File: config.mk
export PLATFORM = sky130hd
export DESIGN_NAME = muldiv_unit_flat
export DESIGN_NICKNAME = d
export VERILOG_FILES = /design/src/rtl/muldiv_pkg.sv /design/src/rtl/muldiv_if.sv /design/src/rtl/muldiv_unit.sv /design/src/flat_wrapper.sv
export SDC_FILE = /design/constraint.sdc
export NUM_CORES = 2
export LEC_CHECK = 0
export CAP_MARGIN = 20
export CORE_ASPECT_RATIO = 0.75
export CORE_MARGIN = 8
export CORE_UTILIZATION = 45
export CTS_CLUSTER_DIAMETER = 200
export DETAILED_ROUTE_END_ITERATION = 8
export GPL_TIMING_DRIVEN = 0
export SLEW_MARGIN = 20
export SYNTH_ARGS = -nofsm -noshare
export SYNTH_HDL_FRONTEND = slang
export SYNTH_SLANG_ARGS = --single-unit
File: constraint.sdc
create_clock -name clk -period 7.66 [get_ports clk]
set_input_delay 1.532 -clock clk [delete_from_list [all_inputs] [get_ports clk]]
set_output_delay 1.532 -clock clk [all_outputs]
set_load 0.01 [all_outputs]
File: src/rtl/muldiv_pkg.sv
// Shared definitions for the iterative multiply/divide unit: operation codes,
// FSM state encoding and the double-width negation helper.
package muldiv_pkg;

    localparam int MAX_W = 64;
    localparam int DBL_W = 2 * MAX_W;

    localparam logic [2:0] FN_MUL    = 3'b000;
    localparam logic [2:0] FN_MULH   = 3'b001;
    localparam logic [2:0] FN_MULHSU = 3'b010;
    localparam logic [2:0] FN_MULHU  = 3'b011;
    localparam logic [2:0] FN_DIV    = 3'b100;
    localparam logic [2:0] FN_DIVU   = 3'b101;
    localparam logic [2:0] FN_REM    = 3'b110;
    localparam logic [2:0] FN_REMU   = 3'b111;

    typedef enum logic [1:0] {
        S_IDLE  = 2'd0,
        S_CALC  = 2'd1,
        S_FIXUP = 2'd2,
        S_DONE  = 2'd3
    } state_e;

    function automatic logic [DBL_W-1:0] twos_negate(input logic [DBL_W-1:0] v);
        return ~v + {{(DBL_W-1){1'b0}}, 1'b1};
    endfunction

endpackage

File: src/rtl/muldiv_if.sv
// Issue/writeback bundle between the execute stage and the multiply/divide unit.
interface muldiv_if #(
    parameter int WORDSIZE = 64
);
    logic                start;
    logic [2:0]          funct3;
    logic [4:0]          rd;
    logic [WORDSIZE-1:0] rs1_data;
    logic [WORDSIZE-1:0] rs2_data;
    logic                flush;
    logic                busy;
    logic                done;
    logic                write_en;
    logic [4:0]          write_addr;
    logic [WORDSIZE-1:0] write_data;

    modport master (
        output start, funct3, rd, rs1_data, rs2_data, flush,
        input  busy, done, write_en, write_addr, write_data
    );

    modport slave (
        input  start, funct3, rd, rs1_data, rs2_data, flush,
        output busy, done, write_en, write_addr, write_data
    );
endinterface

File: src/rtl/muldiv_unit.sv
// Iterative RV64M multiply/divide: shift-add multiply and restoring divide on
// operand magnitudes, sign correction in FIXUP, registered writeback in DONE.
module muldiv_unit
    import muldiv_pkg::*;
#(
    parameter int WORDSIZE = 64
) (
    input logic     clk,
    input logic     rst,
    muldiv_if.slave bus
);
    localparam int W  = WORDSIZE;
    localparam int CW = $clog2(W);
    localparam logic [CW-1:0] CNT_LAST = CW'(W - 1);
    localparam logic [CW-1:0] CNT_ZERO = {CW{1'b0}};
    localparam logic [W-1:0]  ZERO_W   = {W{1'b0}};
    localparam logic [W-1:0]  ONE_W    = {{(W-1){1'b0}}, 1'b1};
    localparam logic [W-1:0]  ONES_W   = {W{1'b1}};
    localparam logic [W-1:0]  MIN_NEG  = {1'b1, {(W-1){1'b0}}};

    function automatic logic [W-1:0] neg_w(input logic [W-1:0] v);
        return ~v + ONE_W;
    endfunction

    state_e         state_q, state_d;
    logic [CW-1:0]  cnt_q, cnt_d;
    logic [2:0]     op_q, op_d;
    logic [4:0]     rd_q, rd_d;
    logic           neg_q, neg_d;
    logic [W-1:0]   a_q, a_d, b_q, b_d, rem_q, rem_d, quo_q, quo_d;
    logic [2*W-1:0] prod_q, prod_d;
    logic           busy_q, busy_d, done_q, done_d, wen_q, wen_d;
    logic [4:0]     waddr_q, waddr_d;
    logic [W-1:0]   wdata_q, wdata_d;

    logic           s1_signed_s, s2_signed_s, s1_neg_s, s2_neg_s, res_neg_s;
    logic           div_zero_s, ovf_s;
    logic [W-1:0]   special_res_s, result_s, quo_fix_s, rem_fix_s;
    logic [W:0]     div_t_s;
    logic [W-1:0]   div_diff_s;
    logic [2*W-1:0] mul_add_s, prod_fix_s;
    logic [DBL_W-1:0] prod_neg_s;

    // Operand decode at issue: signedness, special division cases and their results.
    always_comb begin
        s1_signed_s = 1'b0;
        s2_signed_s = 1'b0;
        case (bus.funct3)
            FN_MUL, FN_MULH, FN_DIV, FN_REM: begin
                s1_signed_s = 1'b1;
                s2_signed_s = 1'b1;
            end
            FN_MULHSU: begin
                s1_signed_s = 1'b1;
                s2_signed_s = 1'b0;
            end
            default: begin
                s1_signed_s = 1'b0;
                s2_signed_s = 1'b0;
            end
        endcase
        s1_neg_s   = s1_signed_s && bus.rs1_data[W-1];
        s2_neg_s   = s2_signed_s && bus.rs2_data[W-1];
        res_neg_s  = (bus.funct3 == FN_REM) ? s1_neg_s : (s1_neg_s ^ s2_neg_s);
        div_zero_s = bus.funct3[2] && (bus.rs2_data == ZERO_W);
        ovf_s      = ((bus.funct3 == FN_DIV) || (bus.funct3 == FN_REM)) &&
                     (bus.rs1_data == MIN_NEG) && (bus.rs2_data == ONES_W);
        if (div_zero_s) begin
            special_res_s = bus.funct3[1] ? bus.rs1_data : ONES_W;
        end else begin
            special_res_s = bus.funct3[1] ? ZERO_W : bus.rs1_data;
        end
    end

    // Iteration step datapath and FIXUP sign correction / result selection.
    always_comb begin
        div_t_s    = {rem_q, a_q[cnt_q]};
        div_diff_s = div_t_s[W-1:0] - b_q;
        mul_add_s  = a_q[cnt_q] ? {ZERO_W, b_q} : {ZERO_W, ZERO_W};
        prod_neg_s = twos_negate(DBL_W'(prod_q));
        prod_fix_s = neg_q ? prod_neg_s[2*W-1:0] : prod_q;
        quo_fix_s  = neg_q ? neg_w(quo_q) : quo_q;
        rem_fix_s  = neg_q ? neg_w(rem_q) : rem_q;
        case (op_q)
            FN_MUL:                       result_s = prod_fix_s[W-1:0];
            FN_MULH, FN_MULHSU, FN_MULHU: result_s = prod_fix_s[2*W-1:W];
            FN_DIV, FN_DIVU:              result_s = quo_fix_s;
            default:                      result_s = rem_fix_s;
        endcase
    end

    // FSM next state and register next values; flush overrides everything.
    always_comb begin
        state_d = state_q;
        cnt_d   = cnt_q;
        op_d    = op_q;
        rd_d    = rd_q;
        neg_d   = neg_q;
        a_d     = a_q;
        b_d     = b_q;
        prod_d  = prod_q;
        rem_d   = rem_q;
        quo_d   = quo_q;
        done_d  = 1'b0;
        wen_d   = 1'b0;
        busy_d  = 1'b0;
        waddr_d = waddr_q;
        wdata_d = wdata_q;
        case (state_q)
            S_IDLE: begin
                if (bus.start) begin
                    op_d   = bus.funct3;
                    rd_d   = bus.rd;
                    neg_d  = res_neg_s;
                    a_d    = s1_neg_s ? neg_w(bus.rs1_data) : bus.rs1_data;
                    b_d    = s2_neg_s ? neg_w(bus.rs2_data) : bus.rs2_data;
                    prod_d = {ZERO_W, ZERO_W};
                    rem_d  = ZERO_W;
                    quo_d  = ZERO_W;
                    if (div_zero_s || ovf_s) begin
                        state_d = S_DONE;
                        done_d  = 1'b1;
                        wen_d   = (bus.rd != 5'd0);
                        waddr_d = bus.rd;
                        wdata_d = special_res_s;
                    end else begin
                        state_d = S_CALC;
                        cnt_d   = CNT_LAST;
                    end
                end else begin
                    state_d = S_IDLE;
                end
            end
            S_CALC: begin
                if (op_q[2]) begin
                    rem_d = (div_t_s >= {1'b0, b_q}) ? div_diff_s : div_t_s[W-1:0];
                    quo_d = {quo_q[W-2:0], (div_t_s >= {1'b0, b_q})};
                end else begin
                    prod_d = {prod_q[2*W-2:0], 1'b0} + mul_add_s;
                end
                if (cnt_q == CNT_ZERO) begin
                    state_d = S_FIXUP;
                end else begin
                    state_d = S_CALC;
                    cnt_d   = cnt_q - {{(CW-1){1'b0}}, 1'b1};
                end
            end
            S_FIXUP: begin
                state_d = S_DONE;
                done_d  = 1'b1;
                wen_d   = (rd_q != 5'd0);
                waddr_d = rd_q;
                wdata_d = result_s;
            end
            S_DONE:  state_d = S_IDLE;
            default: state_d = S_IDLE;
        endcase
        if (bus.flush) begin
            state_d = S_IDLE;
            done_d  = 1'b0;
            wen_d   = 1'b0;
            waddr_d = waddr_q;
            wdata_d = wdata_q;
            busy_d  = 1'b0;
        end else begin
            busy_d  = (state_d != S_IDLE);
        end
    end

    // State and output registers with synchronous reset.
    always_ff @(posedge clk) begin
        if (rst) begin
            state_q <= S_IDLE;
            cnt_q   <= CNT_ZERO;
            op_q    <= 3'b000;
            rd_q    <= 5'd0;
            neg_q   <= 1'b0;
            a_q     <= ZERO_W;
            b_q     <= ZERO_W;
            prod_q  <= {ZERO_W, ZERO_W};
            rem_q   <= ZERO_W;
            quo_q   <= ZERO_W;
            busy_q  <= 1'b0;
            done_q  <= 1'b0;
            wen_q   <= 1'b0;
            waddr_q <= 5'd0;
            wdata_q <= ZERO_W;
        end else begin
            state_q <= state_d;
            cnt_q   <= cnt_d;
            op_q    <= op_d;
            rd_q    <= rd_d;
            neg_q   <= neg_d;
            a_q     <= a_d;
            b_q     <= b_d;
            prod_q  <= prod_d;
            rem_q   <= rem_d;
            quo_q   <= quo_d;
            busy_q  <= busy_d;
            done_q  <= done_d;
            wen_q   <= wen_d;
            waddr_q <= waddr_d;
            wdata_q <= wdata_d;
        end
    end

    assign bus.busy       = busy_q;
    assign bus.done       = done_q;
    assign bus.write_en   = wen_q;
    assign bus.write_addr = waddr_q;
    assign bus.write_data = wdata_q;

endmodule

File: src/flat_wrapper.sv
// flat-port wrapper written by rule: the top's interface ports become plain ports
module muldiv_unit_flat import muldiv_pkg::*;
#(
    parameter int WORDSIZE = 64
)
  (clk, rst, bus_start, bus_funct3, bus_rd, bus_rs1_data, bus_rs2_data, bus_flush, bus_busy, bus_done, bus_write_en, bus_write_addr, bus_write_data);
  muldiv_if #(.WORDSIZE(WORDSIZE)) bus_i ();
  input logic clk;
  input logic rst;
  input wire logic [$bits(bus_i.start)-1:0] bus_start;
  input wire logic [$bits(bus_i.funct3)-1:0] bus_funct3;
  input wire logic [$bits(bus_i.rd)-1:0] bus_rd;
  input wire logic [$bits(bus_i.rs1_data)-1:0] bus_rs1_data;
  input wire logic [$bits(bus_i.rs2_data)-1:0] bus_rs2_data;
  input wire logic [$bits(bus_i.flush)-1:0] bus_flush;
  output wire logic [$bits(bus_i.busy)-1:0] bus_busy;
  output wire logic [$bits(bus_i.done)-1:0] bus_done;
  output wire logic [$bits(bus_i.write_en)-1:0] bus_write_en;
  output wire logic [$bits(bus_i.write_addr)-1:0] bus_write_addr;
  output wire logic [$bits(bus_i.write_data)-1:0] bus_write_data;
  assign bus_i.start = bus_start;
  assign bus_i.funct3 = bus_funct3;
  assign bus_i.rd = bus_rd;
  assign bus_i.rs1_data = bus_rs1_data;
  assign bus_i.rs2_data = bus_rs2_data;
  assign bus_i.flush = bus_flush;
  assign bus_busy = bus_i.busy;
  assign bus_done = bus_i.done;
  assign bus_write_en = bus_i.write_en;
  assign bus_write_addr = bus_i.write_addr;
  assign bus_write_data = bus_i.write_data;
  muldiv_unit #(.WORDSIZE(WORDSIZE)) u_core (.clk(clk), .rst(rst), .bus(bus_i));
endmodule
==> impl_results.md <==
- Status: complete, but fails checks
- Failing checks: setup timing
- Global Route met3 Usage: 12.1%
- Max cap viols: 0
- Clock tree buffer depth: 3
- Synthesized net count: 5452
- Arrival time worst endpoint: 8.26 ns
- Port Buffers: 207
- FP Rows: 92
- Largest net degree at the start of global routing: 15
- Wirelength per Cell: 30.2 um
- Synthesized instance count: 5175
- Clk_skew: 0.0362 ns
- Worst path most repeated cell: mux4_2
- Final setup margin: -0.103 ns
- H-tree lvl count: 2
- Seq/Total Area, Yosys: 25.0%
- Slew headroom: 9.50%
- Maximum VDD drop: 183 uV
- Root Buffer: clkbuf_16
- Final hold violations: 0
- Num CTS Buffers: 53
- Synthesis Warnings: 0
- Worst skew pair latency: 0.66 ns
- M1 GR Usage: 58.1%
- WS Path Type: flop to flop
- DR pass1 iterations: 7
- Pwr per Cell Area: 160 nW/um^2
- Initial antenna violation count: 14
- Grt peak-use layer: met1
- Critical Path Source Type: flop
- Vias in the first global route: 38871
- Drc violations: 0
- Post-synth EDFFs: 0
- Final HPWL DP: 162000 um
- Power Total: 6940 uW
- CP max-delay cell: mux4_2
- Total Wirelength: 200000 um
- Grt total ovfl: 0
- M2 GR Usage: 53.1%
- Die width: 351 um
- Via count: 44071
- Vias per cell: 6.66
- Worst-path fanout max: 10
- Final nets: 5717
- Chip height: 267 um
- Global Route Usage Sum: 40.2%
- Pre-CTS setup slack: -1.23 ns
- Initial core utilization: 45.2%
- Final min period: 7.76 ns
- Lkg Pwr: 0.0162 uW
- P&R area growth vs syn: 14.5%
- Worst Path Required: 8.15 ns
- Slowest cell delay on critical path: 0.62 ns
- DIE AREA: 93700 sq um
- Clock sinks: 473
- Core area: 83700 sq um
- I/O pins: 212
- Worst slew pin tran: 1.36 ns
- Setup crit end kind: flop
- CTS tree: built
- Post-synth ARST share: 0%
- Netlist cell types: 84
- Critical path, cell by cell: buf_2, mux4_2, mux4_2, mux4_2, inv_1, clkbuf_2, buf_1, nor2_1, ha_1, nand2_1, or3_1, o311ai_1, nand3_1, o31ai_2, a41o_1, a31oi_2, nand4b_1, mux2i_1, o31ai_1
- Clock transition at the registers of the reported paths: 0.07 ns
- Hold Path Class: flop to flop
- Ys flop type: dfxtp_1
- Hold bufs inserted after CTS: 0
- Post-route ant nets: 0
- Setup violators final: 1
- Period utilization: 101%
- First-pass GRT wire length: 279000 um
- Layout cells sized above 1: 3.54%
- GPL Wtd Cong: 1.10
- #FFs+latches synth: 473
- Achievable clock frequency: 0.129 GHz
- Synth Area per Inst: 7.31 sq um
- Post-Syn Area: 37800 sq um
- DRT iter0 DRCs: 6673
- Final slew viol count: 0
==> synth_stat cells (all sizes together) (62+ instances only) <==
library cell | n | area (sq um)
nor2 | 564 | 2120
nand2 | 529 | 1990
dfxtp | 473 | 9470
o21ai | 434 | 2170
a21oi | 367 | 1840
clkbuf | 348 | 1310
xnor2 | 262 | 2290
xor2 | 241 | 2110
inv | 145 | 544
ha | 135 | 1690
a211oi | 131 | 983
nor3 | 130 | 656
a22oi | 98 | 736
nand3 | 98 | 490
nand4 | 92 | 576
or3 | 90 | 563
o31ai | 82 | 616
nor4 | 77 | 524
a21o | 65 | 488
or4 | 62 | 473
==> path summary, 6_finish.rpt <==
| check | from | slack [ns] | depth (start not counted) | to |
|---|---|---|---|---|
| setup / recovery | u_core.cnt_q[1] | -0.10 | 19 | u_core.prod_q[120] |
| hold / removal | u_core.bus.write_data[25] | 0.46 | 2 | u_core.bus.write_data[25] |
| setup reg to reg | u_core.cnt_q[1] | -0.10 | 19 | u_core.prod_q[120] |
| hold reg to reg | u_core.bus.write_data[25] | 0.46 | 2 | u_core.bus.write_data[25] |
==> cells by family after synthesis <==
logic type	after synthesis	share of synthesized area (%)
compound gates	1589	27.0
xor+xnor	503	11.6
fa+ha+maj	167	5.36
buf+inv	530	5.29
flops	473	25.0
mux	73	2.62
simple gates	1840	23.1
==> state kept, by name (all words and copies together) (netlist names) <==
name,count
u_core.bus.write_data,64
u_core.state_q,2
u_core.bus.done,1
u_core.bus.busy,1
u_core.quo_q,64
u_core.a_q,64
u_core.rem_q,64
u_core.b_q,64
u_core.bus.write_en,1
u_core.cnt_q,6
u_core.neg_q,1
u_core.op_q,3
u_core.bus.write_addr,5
u_core.prod_q,128
u_core.rd_q,5
==> power by group <==
group | leakage, uW | total [uW] | internal (uW) | switching [uW]
logic | 0.0114 | 1560 | 459 | 1100
clock network | 0.000923 | 2800 | 1610 | 1190
registers | 0.00384 | 2580 | 2530 | 49.2
total | 0.0162 | 6940 | 4600 | 2340
==> cell usage in the layout (no fill, tap or decap), drive strengths merged, types with 130 or more instances in the layout <==
| cell | instances |
|---|---|
| dfxtp | 473 |
| xnor2 | 262 |
| o21ai | 434 |
| nand2 | 529 |
| clkdlybuf4s50 | 207 |
| xor2 | 241 |
| nor2 | 564 |
| nor3 | 130 |
| a21oi | 367 |
| ha | 135 |
| a211oi | 131 |
| inv | 150 |
| clkbuf | 416 |
==> per-stage QoR <==
stage	cells	TNS (ns)	instance area [sq um]	hold slack, ns	util (%)
after global placement	6510	-66.13	41300	0.438	49.4
final	6618	-0.103	43300	0.456	51.8
after detailed placement	6512	-49.21	41400	0.449	49.4
after floorplan	5175	0	37800	0.429	-
after CTS	6609	0	43300	0.457	51.7
after global routing	6611	-0.0464	43300	0.472	51.8
==> critical path: cells and delay by family, from the launching register on <==
kind                       cells  cell delay (ns)
DFF                            1             0.55
AOI/OAI and AO/OA              5             2.09
buffers and inverters          4             1.23
muxes                          4             2.02
adders and majority gates      1             0.42
and+or+nand+nor                5             1.28
==> routing by layer <==
layer	share of wire (%)	vias up	wire (um)
li1	-	19437	-
met1	42	20990	84300
met2	38	3140	75400
met3	14	496	28500
met4	5.8	8	11600
met5	0.022	-	43
==> timing repair <==
item                       CTS  global route
setup endpoints to repair  133            23
buffers inserted             0             0
gates resized for setup     11            10
==> cell type report <==
class,count,area (sq um)
buffer,382,1460
antenna,7,17.5
inverter,147,552
clock buffer,70,1520
multi-input combinational,4172,26400
tap,1128,1410
sequential,473,9470
timing repair buffer,211,2120
clock inverter,28,349
fill,8433,40300
No activity file was read; power rests on OpenSTA's default activity.
